## src/rtl/pcu_pkg.sv

```systemverilog
// Shared types and defaults for the fetch-stage program-counter unit.
package pcu_pkg;

    localparam int unsigned PC_W_DEF = 8;
    localparam int unsigned CNT_W    = 16;
    localparam logic [PC_W_DEF-1:0] RESET_PC_DEF = 8'h00;

    typedef logic [PC_W_DEF-1:0] pc_t;

    typedef enum logic [1:0] {
        IDLE     = 2'd0,
        RUN      = 2'd1,
        REDIRECT = 2'd2
    } pcu_state_e;

    // Saturating increment for the redirect counter.
    function automatic logic [CNT_W-1:0] sat_inc(input logic [CNT_W-1:0] v);
        return (v == {CNT_W{1'b1}}) ? v : v + CNT_W'(1);
    endfunction

endpackage

```

## src/rtl/program_counter_unit_ras.sv

```systemverilog
// Circular return-address stack: a push onto a full stack overwrites the oldest entry.
module return_address_stack #(
    parameter int unsigned DEPTH = 4,
    parameter int unsigned W     = 8
) (
    input  logic         clk,
    input  logic         rst,
    input  logic         push,
    input  logic         pop,
    input  logic [W-1:0] push_data,
    output logic [W-1:0] top_c,
    output logic         full_c,
    output logic         empty_c
);

    localparam int unsigned PTR_W = (DEPTH > 1) ? $clog2(DEPTH) : 1;
    localparam int unsigned LVL_W = PTR_W + 1;

    logic [W-1:0]     mem [DEPTH];
    logic [PTR_W-1:0] sp;
    logic [LVL_W-1:0] level;

    // sp points at the next free slot; wrapping it makes overwrite-oldest implicit.
    assign top_c   = mem[sp - PTR_W'(1)];
    assign full_c  = (level == LVL_W'(DEPTH));
    assign empty_c = (level == '0);

    always_ff @(posedge clk or posedge rst) begin
        if (rst) begin
            sp    <= '0;
            level <= '0;
            for (int i = 0; i < int'(DEPTH); i++) begin
                mem[i] <= '0;
            end
        end else if (pop && !empty_c) begin
            sp    <= sp - PTR_W'(1);
            level <= level - LVL_W'(1);
        end else if (push) begin
            mem[sp] <= push_data;
            sp      <= sp + PTR_W'(1);
            if (!full_c) begin
                level <= level + LVL_W'(1);
            end
        end
    end

endmodule

```

## src/rtl/program_counter_unit.sv

```systemverilog
// Fetch-stage PC sequencer with one-bubble redirects and a valid/ready fetch port.
// Optional return-address stack enabled by defining PCU_RAS_EN.
module program_counter_unit
    import pcu_pkg::*;
#(
    parameter int unsigned       PC_W      = PC_W_DEF,
    parameter logic [PC_W-1:0]   RESET_PC  = PC_W'(RESET_PC_DEF),
    parameter int unsigned       RAS_DEPTH = 4
) (
    input  logic             clk,
    input  logic             rst,
    input  logic             stall,
    input  logic             branch_taken,
    input  logic [PC_W-1:0]  branch_target,
    input  logic             call,
    input  logic             ret,
    input  logic             fetch_ready,
    output logic [PC_W-1:0]  fetch_addr,
    output logic             fetch_valid,
    output logic [CNT_W-1:0] branch_count,
    output logic             ras_overflow,
    output logic             ras_underflow
);

    pcu_state_e      state;
    logic            idle_wait;
    logic            active_c;
    logic            fire_c;
    logic [PC_W-1:0] pc_inc_c;
    logic            ret_take_c;
    logic            call_take_c;
    logic [PC_W-1:0] ras_top_c;
    logic            ras_full_c;
    logic            ras_empty_c;

    assign active_c = (state != IDLE);
    assign fire_c   = fetch_valid & fetch_ready;
    assign pc_inc_c = fetch_addr + PC_W'(1);

`ifdef PCU_RAS_EN
    logic ras_push_c;
    logic ras_pop_c;

    // ret outranks call; branch_taken outranks both.
    assign ret_take_c  = active_c & ~branch_taken & ret;
    assign call_take_c = active_c & ~branch_taken & ~ret & call;
    assign ras_push_c  = call_take_c;
    assign ras_pop_c   = ret_take_c & ~ras_empty_c;

    return_address_stack #(
        .DEPTH (RAS_DEPTH),
        .W     (PC_W)
    ) u_ras (
        .clk       (clk),
        .rst       (rst),
        .push      (ras_push_c),
        .pop       (ras_pop_c),
        .push_data (pc_inc_c),
        .top_c     (ras_top_c),
        .full_c    (ras_full_c),
        .empty_c   (ras_empty_c)
    );
`else
    logic unused_cfg_c;

    // Without a stack, call is a plain jump and ret has no effect.
    assign ret_take_c   = 1'b0;
    assign call_take_c  = active_c & ~branch_taken & call;
    assign ras_top_c    = RESET_PC;
    assign ras_full_c   = 1'b0;
    assign ras_empty_c  = 1'b1;
    assign unused_cfg_c = ^{ret, 32'(RAS_DEPTH)};
`endif

    always_ff @(posedge clk or posedge rst) begin
        if (rst) begin
            state         <= IDLE;
            idle_wait     <= 1'b1;
            fetch_addr    <= RESET_PC;
            fetch_valid   <= 1'b0;
            branch_count  <= '0;
            ras_overflow  <= 1'b0;
            ras_underflow <= 1'b0;
        end else begin
            case (state)
                IDLE: begin
                    // Hold off fetching until the second edge after reset release.
                    if (idle_wait) begin
                        idle_wait <= 1'b0;
                    end else begin
                        state       <= RUN;
                        fetch_valid <= 1'b1;
                    end
                end
                default: begin
                    state       <= RUN;
                    fetch_valid <= 1'b1;
                    if (branch_taken || ret_take_c || call_take_c) begin
                        state        <= REDIRECT;
                        fetch_valid  <= 1'b0;
                        branch_count <= sat_inc(branch_count);
                        if (branch_taken) begin
                            fetch_addr <= branch_target;
                        end else if (ret_take_c) begin
                            fetch_addr <= ras_empty_c ? RESET_PC : ras_top_c;
                            if (ras_empty_c) begin
                                ras_underflow <= 1'b1;
                            end
                        end else begin
                            fetch_addr <= branch_target;
                            if (ras_full_c) begin
                                ras_overflow <= 1'b1;
                            end
                        end
                    end else if (!stall && fire_c) begin
                        fetch_addr <= pc_inc_c;
                    end
                end
            endcase
        end
    end

endmodule

```

## config.mk

```make
export PLATFORM = sky130hd
export DESIGN_NAME = program_counter_unit
export DESIGN_NICKNAME = d
export VERILOG_FILES = /design/src/rtl/pcu_pkg.sv /design/src/rtl/program_counter_unit_ras.sv /design/src/rtl/program_counter_unit.sv
export SDC_FILE = /design/constraint.sdc
export NUM_CORES = 1
export LEC_CHECK = 0
export CORE_ASPECT_RATIO = 1.25
export CORE_MARGIN = 2
export CORE_UTILIZATION = 28
export DETAILED_ROUTE_END_ITERATION = 7
export PLACE_DENSITY = 0.61
export SLEW_MARGIN = 20
export SYNTH_ARGS = -nofsm -noshare
export SYNTH_HDL_FRONTEND = slang
export SYNTH_HIERARCHICAL = 1
export SYNTH_SLANG_ARGS = --single-unit
export TNS_END_PERCENT = 5
```

## constraint.sdc

```tcl
create_clock -name clk -period 3.95 [get_ports clk]
set_clock_uncertainty 0.2 [all_clocks]
set_input_delay 0.79 -clock clk [delete_from_list [all_inputs] [get_ports clk]]
set_output_delay 0.79 -clock clk [all_outputs]
set_load 0.05 [all_outputs]
```

=== Word level (Yosys, flattened, before mapping) ===
Cells that the tools add are included.

* Flip-flop bits (word level): 28
* Input bits: 15
* Output and inout bits: 27
* Word-level logic and storage cells: 31

* $add $sub $neg: 2
* Equal/unequal tests: 2
* Mux-type cells: 8
* Bitwise operators: 6
* Reductions and logical operators: 8

{| class="wikitable"
|+ Operator list
! cell !! number
|-
| 16-bit by 1-bit adder with 16-bit output (second input constant) || 1
|-
| 16-bit equality test (second input constant) || 1
|-
| 8-bit 2-to-1 mux || 2
|-
| 8-bit by 1-bit adder with 8-bit output (second input constant) || 1
|-
| 2-bit 2-to-1 mux || 3
|-
| 2-bit nonzero test || 2
|-
| 1-bit AND || 3
|-
| 1-bit 2-to-1 mux || 3
|-
| 1-bit inverter || 3
|-
| 3-bit AND reduction || 1
|-
| 2-bit logical NOT || 1
|-
| 2-bit inequality test (second input constant) || 1
|-
| 2-bit AND reduction || 1
|-
| 1-bit logical AND || 1
|-
| 1-bit logical NOT || 1
|-
| 1-bit logical OR || 1
|}

=== Depth between registers and ports, before layout ===
Gate-level depths: netlist of run 1.

* Word-level depth: 6
* Depth in mapped cells: 6
* Gate-level depth less buffers: 5

=== Worst setup path before layout of run 1 ===
OpenSTA, ideal clock, no wires.

* Path kind: register to register
* Start: register branch_count[0]
* End: register branch_count[6]
* Library setup time: 146 ps
* Arrival time: 1,760 ps
* Required time: 3,604 ps
* Path slack: 1,844 ps
* Stages on the path, launching flop included: 7
* Buffers on the path: 1
* Clock period less this slack: 2,106 ps
* Cells stage by stage: dfrtp_1 -> ha_1 -> nand4_2 -> nor4_4 -> buf_6 -> nor4b_1 -> xor2_1

* Cells in the longest elaborated chain, start to end: 3
* Elaborated cells on any way between the ends: 4
* Classes of those cells: 1 x add/sub; 1 x eq/ne; 1 x bitwise; 1 x reduce/logical

{| class="wikitable"
|+ RTL lines
! item !! line !! text
|-
| start, declared || program_counter_unit.sv:20 || <nowiki>output logic [CNT_W-1:0] branch_count,</nowiki>
|-
| start signal, assigned || program_counter_unit.sv:101 || <nowiki>branch_count <= sat_inc(branch_count);</nowiki>
|-
| branches (longest 3 deep; another with 16-bit by 1-bit adder with 16-bit output) || n/a ||
|}

Parallel ways; which one is timed is not known.
A chain may end at the register's enable or synchronous reset.

=== Final worst setup path of run 1 ===
* Start: register branch_count[9]
* End: output branch_count[9]

No word-level cell between the ends.

==> results of run 1 <==
worst min-delay path by stage:
stage                                from  slack, ps  cells after the start               endpoint
floorplan           idle_wait$_DFFE_PP1P_        270                      1  idle_wait$_DFFE_PP1P_
global placement    idle_wait$_DFFE_PP1P_        280                      1  idle_wait$_DFFE_PP1P_
detailed placement  idle_wait$_DFFE_PP1P_        290                      1  idle_wait$_DFFE_PP1P_
CTS                 idle_wait$_DFFE_PP1P_        300                      1  idle_wait$_DFFE_PP1P_
global route        idle_wait$_DFFE_PP1P_        320                      1  idle_wait$_DFFE_PP1P_
finish              idle_wait$_DFFE_PP1P_        300                      1  idle_wait$_DFFE_PP1P_
metrics by stage:
stage | utilization (%) | power (mW) | instances | instance area [um2]
final | 38.10 | 1.083 | 236 | 1922
after global routing | 38.10 | 1.155 | 236 | 1922
after CTS | 38.10 | 1.100 | 236 | 1922
after detailed placement | 37.19 | 0.9361 | 232 | 1876
after global placement | 37.19 | 0.9312 | 232 | 1876
after floorplan | - | 0.7642 | 137 | 1460
state kept, by name, indices dropped and copies added (netlist names):
| register | flops |
|---|---|
| branch_count | 16 |
| fetch_valid | 1 |
| fetch_addr | 8 |
| idle_wait | 1 |
| state | 1 |
where the power goes:
group          switching (mW)  internal, mW
sequential             0.0823         0.337
combinational           0.323         0.185
clock                  0.0859        0.0706
total                   0.491         0.592
routing by layer:
metal / track usage, % / routed length (um)
met2: 21.33 / 1708
met1: 16.67 / 1433
met3: 2.413 / 165
met4: 3.273 / 18
met5: 0 / 0
cells in the final DEF (no fill, tap or decap), types with 2 or more instances in the layout:
| cell | netlist | routed |
|---|---|---|
| nor2_1 | 6 | 6 |
| nand4_2 | 2 | 2 |
| clkinv_2 | 1 | 2 |
| nor3_1 | 5 | 5 |
| clkdlybuf4s50_1 | 0 | 38 |
| and4_1 | 4 | 4 |
| inv_1 | 4 | 3 |
| o21a_1 | 3 | 3 |
| xor2_1 | 11 | 11 |
| clkbuf_8 | 0 | 3 |
| conb_1 | 1 | 2 |
| nor4_1 | 3 | 3 |
| nand2_1 | 8 | 8 |
| nand4_1 | 4 | 4 |
| o22a_1 | 2 | 2 |
| o21ai_0 | 5 | 5 |
| nor4b_1 | 2 | 2 |
| xnor2_1 | 4 | 4 |
| a22oi_1 | 2 | 2 |
| ha_1 | 2 | 2 |
| nand3_1 | 8 | 8 |
| a21oi_1 | 6 | 6 |
| dfrtp_1 | 26 | 26 |
| and3_1 | 2 | 2 |
Yosys cell counts, drive strengths merged:
| cell type | n |
|---|---|
| a211oi | 1 |
| nor3 | 5 |
| or2 | 1 |
| a21oi | 6 |
| nor3b | 2 |
| inv | 4 |
| xnor2 | 4 |
| nor4b | 3 |
| nor2b | 1 |
| o22a | 2 |
| buf | 5 |
| a22oi | 2 |
| nor4 | 4 |
| and4 | 4 |
| and2 | 1 |
| nand3 | 8 |
| conb | 1 |
| clkinv | 1 |
| o2bb2ai | 1 |
| o22ai | 2 |
| xor2 | 11 |
| or4 | 1 |
| nand4 | 6 |
| nand2 | 8 |
| o21a | 3 |
| dfrtp | 26 |
| and3 | 2 |
| o31ai | 1 |
| mux2i | 1 |
| nor2 | 7 |
| ha | 2 |
| dfstp | 1 |
| mux2 | 2 |
| o21ai | 6 |
| a221o | 1 |
layout make-up:
type,count,area (um2),area share (%)
clock inverters,1,5.005,0.2604
well taps,62,77.57,4.036
inverters,5,20.02,1.042
multi-input cells,100,720.7,37.50
flip-flops and latches,27,676.9,35.22
clock buffers,3,41.29,2.148
repair buffers,38,380.4,19.79
cell families after synthesis:
group | share of synthesized area, %
and+or+nand+nor | 23.37
other | 0.2575
adders and majority gates | 1.718
DFF | 46.48
AOI/OAI and AO/OA | 12.37
muxes | 2.491
buffers and inverters | 4.294
xor gates and xnor gates | 9.020
worst register-to-register path: cells and delay by family, from the launching register on:
kind          cells  cell delay (ps)
fa+ha+maj         1              220
mux               1              320
flops             1              410
simple gates      3              920
==> metrics.cfg, run 1 <==
[floorplan]
fp-row-count = 29
die_h_um = 84.64
dieArea_um2 = 5798
die_w_um = 68.51
pin_count = 42
start_util_pct = 28.88
core_area_um2 = 5044

[setup_path]
cp.depth = 1
critPathSlowestCell = clkdlybuf4s50_1
cp-start-kind = flop
reg2reg_depth = 5
worstSetupPathType = reg -> out
cp.required_ps = 2960
r2r-end = branch_count[1]$_DFFE_PP0P_
worstPathArrival_ps = 1590
reg2reg_from = branch_count[0]$_DFFE_PP0P_
endpoint = branch_count[9]
critPathBufInv = 1
path_delay_family = buffers and inverters
end_kind = output pin
reg2reg_slack_ps = 1780
critical-path-max-stage-delay_ps = 850
worstPathCellList = clkdlybuf4s50_1
crit_fanout = 7
startpoint = branch_count[9]$_DFFE_PP0P_

[finish]
layout-drive-gt1-share_pct = 9.770
nNetsFinal = 192
antenna-diode-count = 0
fill_cells = 508
area_growth_pct = 31.96

[detailed_routing]
routedWlPerCell_um = 14.09
drtAntennaViolNets = 0
wl_um = 3326
drt-initial-drc-count = 56
drt_pass1_iterations = 4
drc = 0
num_vias = 1189
vias_per_cell = 5.038

[job]
max_cap_violations = 0

[cts]
cts_resized = 0
numCtsBuffers = 3
clock_path_buffers = 2
ctsRootBufferMaster = clkbuf_8
clk_pin_slew_ps = 90
holdBufCountCts = 0
tritoncts = yes
cts_setup_buffers = 0
htreeDepth = 1
clock-sinks = 27
clk_latency_ps = 270

[synth]
ys_ff_latch = 27
synth_top_area_share_pct = 44.67
syn-cell-area_um2 = 1456
syn-instance-count = 136
avgSynthCellArea_um2 = 10.71
ys_seq_area_share_pct = 46.48
yosysUniqueCellTypes = 45
yosys.area.top_type = dfrtp_1
synthTopCellsByArea = dfrtp_1 45%, xor2_1 6.6%, nand3_1 2.7%
yosysWarnings = 6

[sta]
fin_setup_tns_ps = 0
holdWs_ps = 298.0
slew_viol_final = 0
slew_headroom_pct = 55.08
rsz0062_at_grt = false
worst_slack_ps = 1369
fmax_mhz = 387.4
fin_crit_sh_pct = 65.35
worst_slew_pin_slew_ps = 668.8
finalSetupViolCount = 0
fin_crit_ps = 2581
hold_viol_final = 0

[place]
dp_worst_setup_slack_ps = 1119
port_buffers = 38
dp_hpwl_um = 2429
place_congestion = 0.7676

[global_routing]
grt.overflow.total = 0
antenna_found_initial = 0
grt_max_degree = 28
grt_util_all_layers_pct = 12.80
grt_pass1_wl_um = 5775
grt_pass1_vias = 1237

[hold_path]
hold_path.class = reg -> reg

[pwr]
peakVddDrop_uv = 424.1
power.leakage_nw = 0.8182
p_per_area_nw_per_um2 = 563.4

[run_status]
status = completed

No activity file was read; power rests on OpenSTA's default activity.
==> run 2: changes to the inputs <==
- PLACE_DENSITY: 0.61 -> 0.63
- clock period: 3.95 -> 2.1 ns (I/O delays scaled with it)
==> run 2 against run 1 <==
Sequential share of layout area decreased by 1.2 points. Hold slack got worse by 7.0 ps. Largest cell class unchanged. Critical endpoint is now branch_count[6]$_DFFE_PP0P_. Largest power group unchanged. Combinational power increased by 90%. Die area unchanged.
==> metrics.cfg, run 2 (same netlist as run 1, synthesis figures left out) <==
[cts]
tritoncts = yes
holdBufCountCts = 0
clock_path_buffers = 2
ctsRootBufferMaster = clkbuf_8
cts_resized = 0
clk_latency_ps = 270
numCtsBuffers = 3
htreeDepth = 1
cts_setup_buffers = 0
clk_pin_slew_ps = 100
clock-sinks = 27

[detailed_routing]
vias_per_cell = 4.917
drc = 0
wl_um = 3369
num_vias = 1239
drt-initial-drc-count = 28
drtAntennaViolNets = 0
routedWlPerCell_um = 13.37
drt_pass1_iterations = 4

[pwr]
power_frac_clock_pct = 14.6
p_comb_share_pct = 46.9
peakVddDrop_uv = 825.5
p_seq_share_pct = 38.5
power.leakage_nw = 0.9362
p_sw_mw = 0.9375
switching_share_pct = 45.69
p_per_area_nw_per_um2 = 1030
power.internal_mw = 1.115
power_mw = 2.052

[place]
placed_area_um2 = 1947
dp_hpwl_um = 2545
place_congestion = 0.7985
port_buffers = 38

[job]
max_cap_violations = 0

[sta]
fmax_mhz = 539.7
rsz0062_at_grt = false
fin_crit_sh_pct = 88.23
slew_viol_final = 0
fin_crit_ps = 1853
finalSetupViolCount = 0
holdWs_ps = 290.9
hold_viol_final = 0

[hold_path]
hold_path.class = reg -> reg

[finish]
nNetsFinal = 208
fill_cells = 507
seq_area_um2 = 678.2
regMostFlops = branch_count
final_common_cell = buf_4
stdcell_area_um2 = 1993
antenna-diode-count = 0
area_growth_pct = 36.86
top_regs = branch_count x16, fetch_addr x8
multiInputGateArea_um2 = 720.7
largest_reg_flops = 16
utilization_pct = 39.52
final_cell_mix = 40 x buf_4, 25 x dfrtp_1, 13 x clkdlybuf4s50_1, 11 x xor2_1
layout-drive-gt1-share_pct = 30.53

[global_routing]
grt_max_degree = 28
antenna_found_initial = 0
grt_pass1_wl_um = 5568
grt_util_all_layers_pct = 12.35
grt.overflow.total = 0
grt_pass1_vias = 1236

[floorplan]
fp-row-count = 29
pin_count = 42
die_w_um = 68.51
die_h_um = 84.64
core_area_um2 = 5044
dieArea_um2 = 5798
start_util_pct = 28.88

[setup_path]
cp.required_ps = 2100
end_kind = flop
worstSetupPathType = reg -> reg
cp-start-kind = flop
crit_fanout = 6
worstPathArrival_ps = 1860

[run_status]
status = completed

run 2: cell types whose count changed in the layout (fill, tap and decap cells not counted):
cell	change
buf_12	+1
buf_4	+40
dfrtp_2	+1
dfrtp_1	-1
clkdlybuf4s50_1	-25
inv_1	+1
inv_2	-1
run 2: worst max-delay path: stages (launching register included):
cell and delay [ps]:
dfrtp_2 440, ha_1 240, nand4_2 160, nor4_4 70
buf_4 160, nor4b_1 350, xor2_1 170
run 2: layout make-up:
| type | instances | area share, % |
|---|---|---|
| inverter | 5 | 1.004 |
| sequential | 27 | 34.02 |
| multi-input combinational | 100 | 36.16 |
| clock buffer | 3 | 2.072 |
| tap | 62 | 3.892 |
| timing repair buffer | 54 | 22.60 |
| clock inverter | 1 | 0.2511 |
run 2: per-stage QoR:
step / cells / setup slack, ps / TNS, ps
5_1_grt: 252 / 115.1 / 0
4_1_cts: 252 / 234.2 / 0
3_5_place_dp: 248 / -18.72 / -28.81
3_3_place_gp: 248 / -21.17 / -21.17
2_1_floorplan: 137 / 2.484 / 0
6_report: 252 / 247.3 / 0
run 2: final timing paths:
check                                                  from  depth (start not counted)                     endpoint  slack [ps]
worst min-delay path                  idle_wait$_DFFE_PP1P_                          1        idle_wait$_DFFE_PP1P_         290
worst min register to register        idle_wait$_DFFE_PP1P_                          1        idle_wait$_DFFE_PP1P_         290
min in group asynchronous                               rst                          3    fetch_addr[5]$_DFFE_PP0P_         310
max in group asynchronous                               rst                          3        idle_wait$_DFFE_PP1P_        1090
worst max-delay path            branch_count[0]$_DFFE_PP0P_                          6  branch_count[6]$_DFFE_PP0P_         250
worst max register to register  branch_count[0]$_DFFE_PP0P_                          6  branch_count[6]$_DFFE_PP0P_         250
run 2: metal layers:
metal | track usage [%] | wire [um]
met5 | 0 | 0
met1 | 14.55 | 1332
met3 | 2.279 | 201
met2 | 21.77 | 1780
met4 | 4.000 | 55
run 2: power by group through the flow:
stage	clock [mW]	combinational, mW	sequential (mW)
2_1_floorplan	0	0.283	1.16
3_3_place_gp	0	0.962	0.799
3_5_place_dp	0	0.967	0.802
4_1_cts	0.314	0.971	0.793
5_1_grt	0.337	1.02	0.816
6_report	0.299	0.963	0.791
==> run 3: changes to the inputs <==
- CAP_MARGIN: default -> 20
- CORE_MARGIN: 2 -> 10
- GPL_TIMING_DRIVEN: default -> 0
==> run 3 against run 2 <==
Clock power about the same. Final cell count down 4.0%. Sequential power down 1%. Setup slack worse by 92 ps. Non-clock buffer count down 10. Via count down 4.2%. Maximum frequency down 4.7%. Combinational power down 6.5%. Critical path depth down 1. First-iteration DRC count up 14%. Global-route usage down 3.6 points. Utilization down 1.0 points. Largest cell class unchanged.
==> metrics.cfg, run 3 (same netlist as run 1, synthesis figures left out) <==
[pwr]
p_sw_mw = 0.9276
switching_share_pct = 46.81
power.leakage_nw = 0.9184
p_per_area_nw_per_um2 = 1021
p_comb_share_pct = 45.4
power_frac_clock_pct = 15.1
p_seq_share_pct = 39.5
peakVddDrop_uv = 626.9
power.internal_mw = 1.054

[finish]
nNetsFinal = 198
antenna-diode-count = 0
instances_no_fill = 242
area_growth_pct = 33.25
regMostFlops = branch_count
largest_reg_flops = 16
utilization_pct = 38.48
layout-drive-gt1-share_pct = 12.78
final_cell_mix = 25 x dfrtp_1, 25 x dlygate4sd2_1, 13 x clkdlybuf4s50_1, 11 x xor2_1
top_regs = branch_count x16, fetch_addr x8

[cts]
clock-sinks = 27
clk_pin_slew_ps = 90
ctsRootBufferMaster = clkbuf_8
htreeDepth = 1
clk_latency_ps = 270
numCtsBuffers = 3
clock_path_buffers = 2
tritoncts = yes

[sta]
rsz0062_at_grt = false
fmax_mhz = 514.1
fin_crit_sh_pct = 92.62
fin_setup_tns_ps = 0
slew_headroom_pct = 61.47
finalSetupViolCount = 0
worst_slew_pin_slew_ps = 577.1
fin_crit_ps = 1945
slew_viol_final = 0
hold_viol_final = 0

[setup_path]
end_kind = flop
cp.required_ps = 2070
cp-start-kind = input port
startpoint = call
reg2reg_from = fetch_valid$_DFFE_PP0P_
worstSetupPathType = in -> reg
worstPathArrival_ps = 1910
crit_fanout = 6

[detailed_routing]
num_vias = 1187
wl_um = 3623
routedWlPerCell_um = 14.97
drt-initial-drc-count = 32
drt_pass1_iterations = 4
drc = 0
vias_per_cell = 4.905
drtAntennaViolNets = 0

[floorplan]
start_util_pct = 28.88
core_area_um2 = 5044
die_w_um = 84.51
dieArea_um2 = 8504
die_h_um = 100.6
fp-row-count = 29
pin_count = 42

[place]
dp_cells = 237
port_buffers = 38
dp_hpwl_um = 2733
place_congestion = 0.7315

[global_routing]
grt_pass1_vias = 1248
grt.overflow.total = 0
grt_util_all_layers_pct = 8.703
grt_pass1_wl_um = 6203
grt_max_degree = 28
antenna_found_initial = 0

[run_status]
status = completed

[hold_path]
hold_path.class = reg -> reg
hold_start = idle_wait$_DFFE_PP1P_

[job]
max_cap_violations = 0

-- run 3: cell count changes in the layout (fill, tap and decap cells not counted) --
cell	before	now
buf_4	40	3
clkinv_2	2	1
buf_6	0	2
buf_2	0	1
buf_12	1	0
dlygate4sd2_1	0	25
inv_1	4	3
inv_2	0	1
clkbuf_1	0	1
-- run 3: routing by layer --
metal / vias up / track usage [%] / wire length (um) / share of wire [%]
li1: 583 / - / - / -
met1: 570 / 10.27 / 1552 / 43
met2: 30 / 14.43 / 1797 / 50
met3: 4 / 3.317 / 241 / 6.7
met4: 0 / 2.284 / 32 / 0.88
met5: - / 0 / 0 / 0
-- run 3: through the flow --
stage / area (um2) / worst slack, ps / hold WS [ps] / power (mW)
2_1_floorplan: 1461 / 2.484 / 265.9 / 1.440
3_3_place_gp: 1919 / -248.8 / 274.8 / 1.773
3_5_place_dp: 1919 / -267.2 / 283.6 / 1.780
4_1_cts: 1933 / 23.69 / 296.5 / 2.004
5_1_grt: 1941 / 43.37 / 317.8 / 2.122
6_report: 1941 / 155.0 / 292.5 / 1.982
-- run 3: path summary, 6_finish.rpt --
path                                                to  slack (ps)  cells after the start
min                              idle_wait$_DFFE_PP1P_         290                      1
max in group asynchronous  branch_count[0]$_DFFE_PP0P_         970                      2
max reg2reg                  fetch_addr[3]$_DFFE_PP0P_         260                      4
min in group asynchronous    fetch_addr[1]$_DFFE_PP0P_         320                      2
max                          fetch_addr[3]$_DFFE_PP0P_         150                      5
min reg2reg                      idle_wait$_DFFE_PP1P_         290                      1
-- run 3: worst max-delay path, cell delays in order --
cell,delay (ps)
clkdlybuf4s50_1,460
o21a_1,200
nor2_1,270
mux2_2,370
o22a_1,190
-- run 3: layout make-up --
type,count,area [um2]
inverter,5,20.02
tap,62,77.57
multi-input combinational,100,720.7
fill,524,3103
timing repair buffer,39,356.6
sequential,27,678.2
buffer,5,42.54
clock buffer,4,45.04
-- run 3: timing repair --
item                                    in CTS  in global routing
endpoints found under the setup margin      25                  9
buffers inserted                             0                  1
hold buffers                                 0                  0
gates resized for setup                     25                  0
hold endpoints to repair                     0                  0
pin swaps                                    0                  1
-- run 3: power by group through the flow --
stage               clock, mW  sequential (mW)  combinational [mW]
finish                  0.299            0.783               0.900
global route            0.334            0.811               0.976
CTS                     0.309            0.785               0.911
detailed placement          0            0.797               0.983
global placement            0            0.798               0.975
floorplan                   0             1.16               0.283
